## src/rtl/l2_count_ctrl.sv

```systemverilog
// l2_count_ctrl: STEP/CTRL pushbuttons drive a mod-16 counter in manual, timed-auto or paused mode, with 7-seg and status outputs; DEBOUNCE_EN adds the key debouncer.
// Latency: a held key moves count DB_CYCLES+3 edges after it is first sampled low (3 edges without DEBOUNCE_EN); seg follows count by one cycle.
// Backpressure: none; presses landing in IDLE, with enable low or on a mode-change edge are dropped, never queued.
module l2_count_ctrl #(
    parameter int TICK_DIV  = 24000000,
    parameter int DB_CYCLES = 240000
) (
    input  logic       clock,
    input  logic       reset,
    input  logic       enable,
    input  logic [1:0] key_n,
    input  logic [1:0] mode,
    output logic [3:0] count,
    output logic [6:0] seg,
    output logic       wrap,
    output logic       running
);

    localparam int PW = (TICK_DIV > 1) ? $clog2(TICK_DIV) : 1;
    localparam logic [PW-1:0] PRESC_LAST = PW'(TICK_DIV - 1);

    typedef enum logic [1:0] {
        IDLE,
        RUN_MAN,
        RUN_AUTO,
        PAUSE
    } state_t;

    logic [1:0]    sync1;
    logic [1:0]    sync2;
    logic [1:0]    stable;
    logic [1:0]    stable_d;
    logic [1:0]    press;
    state_t        state;
    logic [PW-1:0] presc;
    logic          tick;
    logic [4:0]    stepped;

    // Keys idle high, so every stage of the input path resets to 1.
    always_ff @(posedge clock) begin
        if (reset) begin
            sync1    <= 2'b11;
            sync2    <= 2'b11;
            stable_d <= 2'b11;
        end else begin
            sync1    <= key_n;
            sync2    <= sync1;
            stable_d <= stable;
        end
    end

`ifdef DEBOUNCE_EN
    localparam int DW = (DB_CYCLES > 1) ? $clog2(DB_CYCLES) : 1;
    localparam logic [DW-1:0] DB_LAST = DW'(DB_CYCLES - 1);

    logic [DW-1:0] db_cnt [2];

    // The stable level only moves after DB_CYCLES consecutive differing samples.
    always_ff @(posedge clock) begin
        if (reset) begin
            stable    <= 2'b11;
            db_cnt[0] <= '0;
            db_cnt[1] <= '0;
        end else begin
            for (int i = 0; i < 2; i++) begin
                if (sync2[i] == stable[i]) begin
                    db_cnt[i] <= '0;
                end else if (db_cnt[i] == DB_LAST) begin
                    stable[i] <= sync2[i];
                    db_cnt[i] <= '0;
                end else begin
                    db_cnt[i] <= db_cnt[i] + 1'b1;
                end
            end
        end
    end
`else
    // Synchronized level is used directly; the debounce window has no effect here.
    if (DB_CYCLES >= 0) begin : g_no_debounce
        assign stable = sync2;
    end
`endif

    assign press = stable_d & ~stable;

    function automatic logic [4:0] step_val(input logic [3:0] c, input logic down);
        if (down) begin
            return {c == 4'd0, c - 4'd1};
        end
        return {c == 4'd15, c + 4'd1};
    endfunction

    assign tick    = (presc == PRESC_LAST);
    assign stepped = step_val(count, mode[0]);

    // Mode switches take priority over presses; CTRL takes priority over STEP.
    always_ff @(posedge clock) begin
        if (reset) begin
            state   <= IDLE;
            count   <= '0;
            wrap    <= 1'b0;
            running <= 1'b0;
            presc   <= '0;
        end else begin
            wrap <= 1'b0;
            if (!enable) begin
                state   <= IDLE;
                count   <= '0;
                running <= 1'b0;
                presc   <= '0;
            end else begin
                case (state)
                    IDLE: begin
                        presc <= '0;
                        if (mode[1]) begin
                            state   <= RUN_AUTO;
                            running <= 1'b1;
                        end else begin
                            state <= RUN_MAN;
                        end
                    end
                    RUN_MAN: begin
                        if (mode[1]) begin
                            state   <= RUN_AUTO;
                            running <= 1'b1;
                            presc   <= '0;
                        end else if (press[1]) begin
                            count <= '0;
                        end else if (press[0]) begin
                            count <= stepped[3:0];
                            wrap  <= stepped[4];
                        end
                    end
                    RUN_AUTO: begin
                        if (!mode[1]) begin
                            state   <= RUN_MAN;
                            running <= 1'b0;
                            presc   <= '0;
                        end else if (press[1]) begin
                            state   <= PAUSE;
                            running <= 1'b0;
                            presc   <= '0;
                        end else if (tick) begin
                            presc <= '0;
                            count <= stepped[3:0];
                            wrap  <= stepped[4];
                        end else begin
                            presc <= presc + 1'b1;
                        end
                    end
                    PAUSE: begin
                        if (!mode[1]) begin
                            state <= RUN_MAN;
                        end else if (press[1]) begin
                            state   <= RUN_AUTO;
                            running <= 1'b1;
                            presc   <= '0;
                        end else if (press[0]) begin
                            count <= stepped[3:0];
                            wrap  <= stepped[4];
                        end
                    end
                    default: begin
                        state   <= IDLE;
                        running <= 1'b0;
                        presc   <= '0;
                    end
                endcase
            end
        end
    end

    // Active-low gfedcba, one cycle behind count.
    always_ff @(posedge clock) begin
        if (reset) begin
            seg <= 7'b1000000;
        end else begin
            case (count)
                4'h0: seg <= 7'b1000000;
                4'h1: seg <= 7'b1111001;
                4'h2: seg <= 7'b0100100;
                4'h3: seg <= 7'b0110000;
                4'h4: seg <= 7'b0011001;
                4'h5: seg <= 7'b0010010;
                4'h6: seg <= 7'b0000010;
                4'h7: seg <= 7'b1111000;
                4'h8: seg <= 7'b0000000;
                4'h9: seg <= 7'b0010000;
                4'hA: seg <= 7'b0001000;
                4'hB: seg <= 7'b0000011;
                4'hC: seg <= 7'b1000110;
                4'hD: seg <= 7'b0100001;
                4'hE: seg <= 7'b0000110;
                4'hF: seg <= 7'b0001110;
            endcase
        end
    end

endmodule

```

## config.mk

```make
export PLATFORM = sky130hd
export DESIGN_NAME = l2_count_ctrl
export DESIGN_NICKNAME = d
export VERILOG_FILES = /design/src/rtl/l2_count_ctrl.sv
export SDC_FILE = /design/constraint.sdc
export NUM_CORES = 1
export LEC_CHECK = 0
export ABC_AREA = 1
export CELL_PAD_IN_SITES_DETAIL_PLACEMENT = 1
export CELL_PAD_IN_SITES_GLOBAL_PLACEMENT = 2
export CORE_MARGIN = 2
export CORE_UTILIZATION = 36
export DETAILED_ROUTE_END_ITERATION = 12
export PLACE_DENSITY_LB_ADDON = 0.1
export SLEW_MARGIN = 20
export SYNTH_ARGS = -nofsm -noshare
export SYNTH_HDL_FRONTEND = slang
export SYNTH_SLANG_ARGS = --single-unit
```

## constraint.sdc

```tcl
create_clock -name clock -period 2.95 [get_ports clock]
set_input_delay 0.4425 -clock clock [delete_from_list [all_inputs] [get_ports clock]]
set_output_delay 0.4425 -clock clock [all_outputs]
set_load 0.05 [all_outputs]
```

==> impl_metrics.yaml <==
pwr:
  pwr-share-comb_pct: 11.7
  power.share.clock_pct: 34.5
  internal_power_uw: 846
  p_switching_uw: 335
  ir_drop_v: 0.000150
  p_leak_uw: 0.00120
  p_per_area_mw_per_mm2: 385
  seqPwrFrac_pct: 53.8
  swShare_pct: 28.3
  p_total_uw: 1180
cts:
  cts_made_buffers: 5
  ctsHoldBuffers: 0
  postCtsSetupRepairBufs: 0
  cts_tree: "yes"
  clk_path_buf_depth: 2
  worstSkewPairLatency_ns: 0.31
  post_cts_resized: 0
  htreeDepth: 2
  clock-sinks: 46
  ctsRootBufferMaster: "clkbuf_8"
  clk_pin_slew_ns: 0.10
detailed_routing:
  drt_iter0_drc: 43
  drt_pass1_iterations: 4
  routedWlPerCell_um: 12.9
  via_per_inst: 4.81
  vias: 2379
  drcViolationCount: 0
  wl_mm: 6.40
  ant_nets: 0
sta:
  fin_crit_sh_pct: 73.4
  report.final.slew_viol_count: 0
  period_minus_slack_ns: 2.17
  slew_headroom_pct: 66.7
  timing.fmax_mhz: 462
  rsz0062_at_grt: "no"
  setup-violations-final: 0
  setup_tns_ns: 0
  hold_viol: 0
  skew_ns: 0.00515
  worst_pin_slew_ns: 0.498
worst_setup_path:
  critPathBufInv: 1
  criticalPathCategory: "reg2out"
  crit_chain: "clkdlybuf4s50_1"
  critPathTopFamily: "buffers and inverters"
  crit_cells: 1
  critical_path_required_ns: 2.51
  cp_slowest_cell: "clkdlybuf4s50_1"
  worst-path-max-fanout: 9
  crit_arrival_ns: 1.72
  cpPeakStageDelay_ns: 0.88
  worst_r2r_path_depth: 12
  critPathLaunchType: "register"
  endpoint_kind: "output pin"
logic_synthesis:
  synthFlopType: "dfxtp_1"
  synth.distinct_cells: 33
  ys_seq_area_share_pct: 34.2
  syn_area_per_cell_sq_um: 7.23
  ys_warn_count: 0
  syn_inst: 373
  postSynth.asyncResetShare_pct: 0
  syn_nets: 394
  synth_edf_count: 0
  syn_area_sq_mm: 0.00270
  yosys_register_bits: 46
global_route:
  grt_max_degree: 22
  grt.total_usage_pct: 17.1
  grt_pass1_wl_mm: 11.5
  gr-total-overflow: 0
  antenna_found_initial: 0
  grt_pass1_vias: 2524
worst_hold_path:
  hp-class: "reg2reg"
  hold_depth: 1
run:
  drv_cap: 0
final_layout:
  nets: 416
  num_antenna_cells: 0
  area_growth_pct: 13.7
  drive_gt1_share_pct: 12.1
die:
  fp.dieW_um: 90.5
  die_area_sq_mm: 0.00820
  rows: 31
  num_io_pins: 20
  start_util_pct: 37.2
  core_sq_mm: 0.00725
  dieHeight_um: 90.5
place:
  hpwl_mm: 4.95
  place_congestion: 0.788
  numPortBuffers: 19
status:
  status: "completed"
[cells in the mapped netlist (all sizes together), types with 2 or more instances]
library cell	n	area share, %
nand2	91	14
nor2	61	11
inv	47	6.6
dfxtp	46	34
nand3	25	5.1
a21oi	18	3.5
xor2	15	4.9
ha	13	6.0
o21ai	12	2.6
nand4	9	2.1
nor3	7	1.3
o211ai	5	1.4
or2	4	0.93
xnor2	4	1.3
buf	3	1.6
clkbuf	3	0.42
o22ai	3	0.70
a31oi	2	0.46
[cell families (layout without fill, tap and decap cells)]
kind of cell    after synthesis  count (layout)  share of synthesized area [%]
simple gates                198             198                           34.8
xor+xnor                     19              19                           6.17
fa+ha+maj                    14              14                           6.78
compound gates               42              42                           9.28
flops                        46              46                           34.2
buf+inv                      54              77                           8.77
[path summary, 6_finish.rpt]
check | endpoint | start | slack, ns
setup reg to reg | presc[19]$_SDFFE_PP0P_ | state[1]$_SDFFE_PP0P_ | 0.98
hold reg to reg | stable[1]$_SDFF_PP1_ | sync1[1]$_SDFF_PP1_ | 0.43
setup / recovery | count[0] | count[0]$_SDFFE_PP0P_ | 0.78
hold / removal | stable[1]$_SDFF_PP1_ | sync1[1]$_SDFF_PP1_ | 0.43
[sequential cells by signal, indices dropped and copies added, names as in the netlist]
name / count
stable_d: 2
stable: 2
sync1: 2
state: 2
seg: 7
running: 1
wrap: 1
count: 4
presc: 25
[layout by cell type (no fill, tap or decap), drive strengths merged, types with 9 or more instances in the layout]
master	instances
a21oi	18
dfxtp	46
nand3	25
ha	13
clkdlybuf4s50	19
nand2	91
nand4	9
nor2	61
o21ai	12
inv	48
xor2	15
[through the flow]
step | utilization, % | setup WS [ns] | hold WS (ns) | area (sq um) | std cells
detailed placement | 41.0 | 0.598 | 0.406 | 2970 | 487
global placement | 41.0 | 0.674 | 0.398 | 2970 | 487
finish | 42.3 | 0.784 | 0.430 | 3070 | 495
global route | 42.3 | 0.693 | 0.444 | 3070 | 495
CTS | 42.3 | 0.762 | 0.434 | 3070 | 495
floorplan | - | 1.16 | 0.389 | 2700 | 373
[layout make-up]
| class | instances | area, sq um |
|---|---|---|
| multi-input cells | 273 | 1540 |
| flip-flops and latches | 46 | 921 |
| clock buffers | 5 | 68.8 |
| well taps | 99 | 124 |
| fillers | 950 | 4190 |
| repair buffers | 21 | 205 |
| inverters | 48 | 183 |
| clock inverters | 3 | 25.0 |
[routing by layer]
layer | global-route usage, % | wire length (um) | vias to the layer above
met1 | 21.0 | 2970 | 1114
met2 | 30.3 | 3180 | 23
met3 | 3.26 | 144 | 11
met5 | 0 | 0 | -
li1 | - | - | 1231
met4 | 4.74 | 105 | 0
[power by group through the flow]
| stage | registers (uW) | logic (uW) | clock network, uW |
|---|---|---|---|
| floorplan | 660 | 90.8 | 0 |
| CTS | 635 | 141 | 428 |
| global route | 636 | 158 | 453 |
| detailed placement | 650 | 140 | 0 |
| global placement | 649 | 139 | 0 |
| finish | 635 | 138 | 408 |
Note: power is estimated with default switching activity, not from simulation.
